File: src/rtl/pattern_detect_ctrl_pkg.sv
// Shared definitions for the programmable serial pattern detector.
//   state_t     : controller state encoding (IDLE, RUN, DONE)
//   RST_PATTERN : configuration pattern loaded by reset (zero-extended 'b1011)
//   RST_LEN     : configuration length loaded by reset
package pattern_detect_ctrl_pkg;

  typedef enum logic [1:0] {
    ST_IDLE = 2'd0,
    ST_RUN  = 2'd1,
    ST_DONE = 2'd2
  } state_t;

  localparam logic [15:0] RST_PATTERN = 16'b1011;
  localparam int          RST_LEN     = 4;

endpackage

File: src/rtl/pattern_match_core.sv
// Shift register, fill counter and length-masked compare for the detector.
// Ports:
//   clk        : clock, rising edge
//   shift_en   : accept d into the shift register this cycle
//   clear      : zero shift register and fill counter (reset / start)
//   clear_fill : with shift_en, zero fill instead of advancing it
//   d          : serial data bit
//   len        : active pattern length (1..MAX_LEN)
//   pattern    : pattern, bit [len-1] is the oldest bit
//   hit        : the shift register as it would be after accepting d matches
module pattern_match_core #(
  parameter int MAX_LEN = 8,
  parameter int LEN_W   = 4
) (
  input  logic               clk,
  input  logic               shift_en,
  input  logic               clear,
  input  logic               clear_fill,
  input  logic               d,
  input  logic [LEN_W-1:0]   len,
  input  logic [MAX_LEN-1:0] pattern,
  output logic               hit
);

  logic [MAX_LEN-1:0] sr_reg;
  logic [MAX_LEN-1:0] sr_next;
  logic [MAX_LEN-1:0] mask;
  logic [LEN_W-1:0]   fill_reg;
  logic [LEN_W-1:0]   fill_next;

  assign sr_next   = {sr_reg[MAX_LEN-2:0], d};
  assign fill_next = (fill_reg == LEN_W'(MAX_LEN)) ? fill_reg : fill_reg + 1'b1;

  // Only the low len bits take part in the compare.
  generate
    for (genvar gi = 0; gi < MAX_LEN; gi++) begin : g_mask
      assign mask[gi] = (32'(len) > gi);
    end
  endgenerate

  // Evaluated on the post-shift values so the controller can register the
  // match in the same edge that stores the completing bit.
  assign hit = (fill_next >= len) && (((sr_next ^ pattern) & mask) == '0);

  always_ff @(posedge clk) begin
    if (clear) begin
      sr_reg   <= '0;
      fill_reg <= '0;
    end else if (shift_en) begin
      sr_reg   <= sr_next;
      fill_reg <= clear_fill ? '0 : fill_next;
    end
  end

endmodule

File: src/rtl/pattern_detect_ctrl.sv
// Controller for runtime-programmable serial pattern detection.
// Ports:
//   clk_i, rst_i        : clock and synchronous active-high reset
//   cfg_we_i, cfg_*_i   : configuration write (accepted only in IDLE)
//   cfg_err_o           : pulse, configuration write rejected (bad length)
//   start_i, abort_i    : arm / disarm requests
//   d_valid_i, d_i      : serial bit stream
//   busy_o              : high while armed (RUN)
//   match_o             : pulse per detected match (one cycle after the bit)
//   match_cnt_o         : saturating match count since last start
//   done_o              : pulse with the match that reaches the target
module pattern_detect_ctrl
  import pattern_detect_ctrl_pkg::*;
#(
  parameter int MAX_LEN = 8,
  parameter int LEN_W   = 4,
  parameter int CNT_W   = 8
) (
  input  logic               clk_i,
  input  logic               rst_i,
  input  logic               cfg_we_i,
  input  logic [MAX_LEN-1:0] cfg_pattern_i,
  input  logic [LEN_W-1:0]   cfg_len_i,
  input  logic               cfg_overlap_i,
  input  logic [CNT_W-1:0]   cfg_target_i,
  output logic               cfg_err_o,
  input  logic               start_i,
  input  logic               abort_i,
  input  logic               d_valid_i,
  input  logic               d_i,
  output logic               busy_o,
  output logic               match_o,
  output logic [CNT_W-1:0]   match_cnt_o,
  output logic               done_o
);

  state_t             state_reg, state_next;
  logic [MAX_LEN-1:0] cfg_pattern_reg;
  logic [LEN_W-1:0]   cfg_len_reg;
  logic               cfg_overlap_reg;
  logic [CNT_W-1:0]   cfg_target_reg;
  logic [CNT_W-1:0]   cnt_reg;
  logic [CNT_W-1:0]   cnt_inc;
  logic               match_reg, done_reg, err_reg;

  logic len_ok, cfg_accept, cfg_reject, start_ok;
  logic shift_en, count_en, done_hit, hit;

  assign len_ok  = (cfg_len_i != '0) && (cfg_len_i <= LEN_W'(MAX_LEN));
  assign cnt_inc = (&cnt_reg) ? cnt_reg : cnt_reg + 1'b1;

  pattern_match_core #(
    .MAX_LEN (MAX_LEN),
    .LEN_W   (LEN_W)
  ) u_core (
    .clk        (clk_i),
    .shift_en   (shift_en),
    .clear      (rst_i | start_ok),
    .clear_fill (hit & ~cfg_overlap_reg),
    .d          (d_i),
    .len        (cfg_len_reg),
    .pattern    (cfg_pattern_reg),
    .hit        (hit)
  );

  always_comb begin
    state_next = state_reg;
    cfg_accept = 1'b0;
    cfg_reject = 1'b0;
    start_ok   = 1'b0;
    shift_en   = 1'b0;
    count_en   = 1'b0;
    done_hit   = 1'b0;
    case (state_reg)
      ST_IDLE: begin
        if (cfg_we_i) begin
          cfg_accept = len_ok;
          cfg_reject = ~len_ok;
        end
        // A rejected write in the same cycle blocks the start.
        if (start_i && !cfg_reject) begin
          start_ok   = 1'b1;
          state_next = ST_RUN;
        end
      end
      ST_RUN: begin
        if (abort_i) begin
          state_next = ST_IDLE;
        end else if (d_valid_i) begin
          shift_en = 1'b1;
          if (hit) begin
            count_en = 1'b1;
            if ((cfg_target_reg != '0) && (cnt_inc == cfg_target_reg)) begin
              done_hit   = 1'b1;
              state_next = ST_DONE;
            end
          end
        end
      end
      ST_DONE: state_next = ST_IDLE;
      default: state_next = ST_IDLE;
    endcase
  end

  always_ff @(posedge clk_i) begin
    if (rst_i) begin
      state_reg       <= ST_IDLE;
      cfg_pattern_reg <= RST_PATTERN[MAX_LEN-1:0];
      cfg_len_reg     <= LEN_W'(RST_LEN);
      cfg_overlap_reg <= 1'b1;
      cfg_target_reg  <= '0;
      cnt_reg         <= '0;
      match_reg       <= 1'b0;
      done_reg        <= 1'b0;
      err_reg         <= 1'b0;
    end else begin
      state_reg <= state_next;
      match_reg <= count_en;
      done_reg  <= done_hit;
      err_reg   <= cfg_reject;
      if (cfg_accept) begin
        cfg_pattern_reg <= cfg_pattern_i;
        cfg_len_reg     <= cfg_len_i;
        cfg_overlap_reg <= cfg_overlap_i;
        cfg_target_reg  <= cfg_target_i;
      end
      if (start_ok) begin
        cnt_reg <= '0;
      end else if (count_en) begin
        cnt_reg <= cnt_inc;
      end
    end
  end

  assign busy_o      = (state_reg == ST_RUN);
  assign match_o     = match_reg;
  assign done_o      = done_reg;
  assign cfg_err_o   = err_reg;
  assign match_cnt_o = cnt_reg;

endmodule

File: config.mk
export PLATFORM = sky130hd
export DESIGN_NAME = pattern_detect_ctrl
export DESIGN_NICKNAME = d
export VERILOG_FILES = /design/src/rtl/pattern_detect_ctrl_pkg.sv /design/src/rtl/pattern_match_core.sv /design/src/rtl/pattern_detect_ctrl.sv
export SDC_FILE = /design/constraint.sdc
export NUM_CORES = 1
export LEC_CHECK = 0
export CORE_UTILIZATION = 48
export CTS_BUF_LIST = sky130_fd_sc_hd__clkbuf_16
export DETAILED_ROUTE_END_ITERATION = 6
export PLACE_DENSITY_LB_ADDON = 0.12
export SYNTH_ARGS = -nofsm -noshare
export SYNTH_HDL_FRONTEND = slang
export SYNTH_SLANG_ARGS = --single-unit
File: constraint.sdc
create_clock -name clk_i -period 2.6 [get_ports clk_i]
set_input_delay 0.78 -clock clk_i [delete_from_list [all_inputs] [get_ports clk_i]]
set_output_delay 0.78 -clock clk_i [all_outputs]
set_load 0.01 [all_outputs]
==> results.py <==
metrics = {
    "sta": {
        "layout_setup_ws_ns": 0.0713,
        "max_slew_margin": 0.713,
        "finClkSkew_ns": 0.00709,
        "worst_hold_slack_ns": 0.477,
        "drv_slew": 0,
        "fin_crit_ns": 2.53,
        "setup_viol": 0,
        "worst_pin_slew_ns": 0.427,
        "hold_violations": 0,
        "fmax_ghz": 0.395,
        "min_period_over_period": 0.973,
    },
    "floorplan": {
        "dieArea_sq_mm": 0.00516,
        "dieHeight_um": 71.8,
        "core_sq_mm": 0.00469,
        "die_x_um": 71.8,
        "top_level_ports": 40,
        "start_util": 0.499,
        "num_rows": 25,
    },
    "finish": {
        "stdcell_area_sq_mm": 0.00322,
        "fillerInstances": 409,
        "regArea_sq_um": 906,
        "fin_cells": 410,
        "multi_input_area_sq_mm": 0.00145,
        "drive_above_1_share": 0.171,
        "nets": 390,
        "antenna_cells": 0,
        "syn_to_final_growth_pct": 37.5,
    },
    "yosys": {
        "postSynth.asyncResetShare": 0,
        "synth_top_area_cell": "dfxtp_1",
        "synth-compound-area-share": 0.181,
        "ys_top_cells_by_area": "dfxtp_1 38%, nand2_1 11%, a21oi_1 7.3%, xnor2_1 5.2%, ha_1 3.7%",
        "synth-seq-cells": 45,
        "yosys.area.top_type_share": 0.385,
        "ys_types": 51,
        "synth.avg_cell_area_sq_um": 7.88,
        "synthesis.instances": 297,
        "syn_area_sq_mm": 0.00234,
        "synth_nets": 332,
        "synthSimpleGateAreaFrac": 0.255,
        "synth_edf_count": 0,
        "synth_xor_area_frac": 0.0711,
        "synth-main-ff-cell": "dfxtp_1",
        "synth.most_common_cell": "nand2_1",
        "yosys_warnings": 0,
        "synth_top_family_by_area": "simple AND/OR/NAND/NOR gates",
        "synthAdderAreaFrac": 0.0374,
        "yosysSeqAreaShare": 0.385,
        "synth_mux_area_frac": 0.0273,
        "synthTopCellsByCount": "66 x nand2_1, 45 x dfxtp_1, 34 x a21oi_1, 14 x xnor2_1",
    },
    "drt": {
        "via_per_inst": 5.56,
        "first_pass_iters": 4,
        "ant_nets": 0,
        "first_iter_violations": 154,
        "drc": 0,
        "vias": 2279,
        "wirelength_um": 5710,
        "avgRoutedWirePerCell_um": 13.9,
    },
    "placed_design": {
        "placedCellCount": 401,
        "globalplace.congestion": 0.905,
        "preCtsSetupSlack_ns": -0.0778,
        "numPortBuffers": 39,
        "dp_hpwl_um": 4180,
        "place_area_sq_mm": 0.00296,
    },
    "pwr": {
        "p_total_mw": 1.55,
        "vdd_ir_drop_max_uv": 326,
        "p_leak_nw": 1.14,
        "power_density_mw_per_mm2": 481,
    },
    "global_route": {
        "grt_pass1_vias": 2072,
        "track_usage": 0.237,
        "grt-ovfl-total": 0,
        "grt_antenna_before_repair": 0,
        "grt_pass1_wl_um": 9540,
        "grt_max_degree": 22,
    },
    "critical_path": {
        "endpoint_kind": "flop",
        "cp.required_ns": 2.78,
        "critical_path_class": "reg -> reg",
        "reg2reg_setup_slack_ns": 0.07,
        "crit_arrival_ns": 2.71,
        "startpoint_type": "flop",
        "path_max_fanout": 6,
    },
    "cts": {
        "clockBufferDepth": 2,
        "htree_levels": 2,
        "cts_tree": "yes",
        "worstSkewPairLatency_ns": 0.29,
        "cts_buffers": 5,
        "cts_sinks": 45,
        "clk_pin_slew_ns": 0.07,
        "cts-root-buf": "clkbuf_16",
    },
    "run_status": {
        "status": "finished, final reports clean",
    },
    "worst_hold_path": {
        "holdCritPathClass": "reg -> reg",
    },
    "flow_run": {
        "cap_violations": 0,
    },
}
[layout make-up]
class / count / area share
flip-flops and latches: 45 / 0.281
repair buffers: 64 / 0.188
inverters: 12 / 0.0148
clock inverters: 3 / 0.00544
multi-input cells: 227 / 0.450
clock buffers: 5 / 0.0389
well taps: 54 / 0.0210
[layout by cell type, fill, tap and decap left out, types with 3 or more instances in the layout]
cell type | Yosys | layout
nand2_1 | 66 | 65
dfxtp_1 | 45 | 43
clkdlybuf4s50_1 | 0 | 39
a21oi_1 | 34 | 32
buf_4 | 1 | 22
xnor2_1 | 14 | 12
nand3_1 | 11 | 11
o21ai_0 | 12 | 11
nor2_1 | 12 | 10
inv_1 | 11 | 9
nor3_1 | 8 | 7
xor2_1 | 5 | 5
o211ai_1 | 5 | 5
ha_1 | 7 | 5
clkbuf_16 | 0 | 5
nor4_1 | 4 | 4
o22ai_1 | 3 | 3
or3_1 | 3 | 3
nand4_1 | 3 | 3
a311oi_2 | 0 | 3
mux2i_1 | 3 | 3
[cell families after synthesis]
logic type | Yosys count
multiplexers | 6
flip-flops | 45
XOR/XNOR | 19
adder cells (fa/ha/maj) | 7
AND/OR/NAND/NOR | 125
AO/OA/AOI/OAI | 70
buffers and inverters | 25
[power breakdown]
| part | total (mW) | leakage [nW] | internal [mW] | switching [mW] |
|---|---|---|---|---|
| combinational | 0.194 | 0.700 | 0.107 | 0.0869 |
| clock | 0.619 | 0.0696 | 0.352 | 0.266 |
| sequential | 0.735 | 0.367 | 0.711 | 0.0240 |
[worst max-delay path, stage by stage (launching register included)]
cell and delay (ns):
dfxtp_2 0.34, inv_2 0.07, ha_4 0.14, nand2_4 0.05, nor2_4 0.19, xnor2_2 0.15
ha_1 0.25, nand2b_1 0.14, a2111o_1 0.40, nand4_1 0.10, or2_1 0.17, buf_4 0.18
nor3_2 0.06, and2b_2 0.19
[timing repair]
item                       CTS  global route
pin swaps                    0            12
hold buffers                 0             0
setup endpoints to repair    4            16
gates resized for setup      1            27
setup buffers                0             1
hold endpoints to repair     0             0
[metal layers]
metal	wire, um	track usage	vias up	part of all wire
li1	-	-	1162	-
met2	2660	0.364	50	0.47
met1	2740	0.331	1060	0.48
met5	0	0	-	0
met3	237	0.0534	7	0.042
met4	74	0.0784	0	0.013
[final timing paths]
kind                                          from                  to  cells past startpoint
worst max-delay path            u_core.fill_reg[1]              done_o                     13
worst min-delay path            cfg_pattern_reg[5]  cfg_pattern_reg[5]                      2
worst max register to register  u_core.fill_reg[1]              done_o                     13
worst min register to register  cfg_pattern_reg[5]  cfg_pattern_reg[5]                      2
[through the flow]
stage / util / setup TNS, ns
5_1_grt: 0.686 / -0.151
3_5_place_dp: 0.630 / -0.196
3_3_place_gp: 0.630 / -0.0769
4_1_cts: 0.661 / 0
2_1_floorplan: - / 0
6_report: 0.686 / 0
Note: power is estimated with default switching activity, not from simulation.
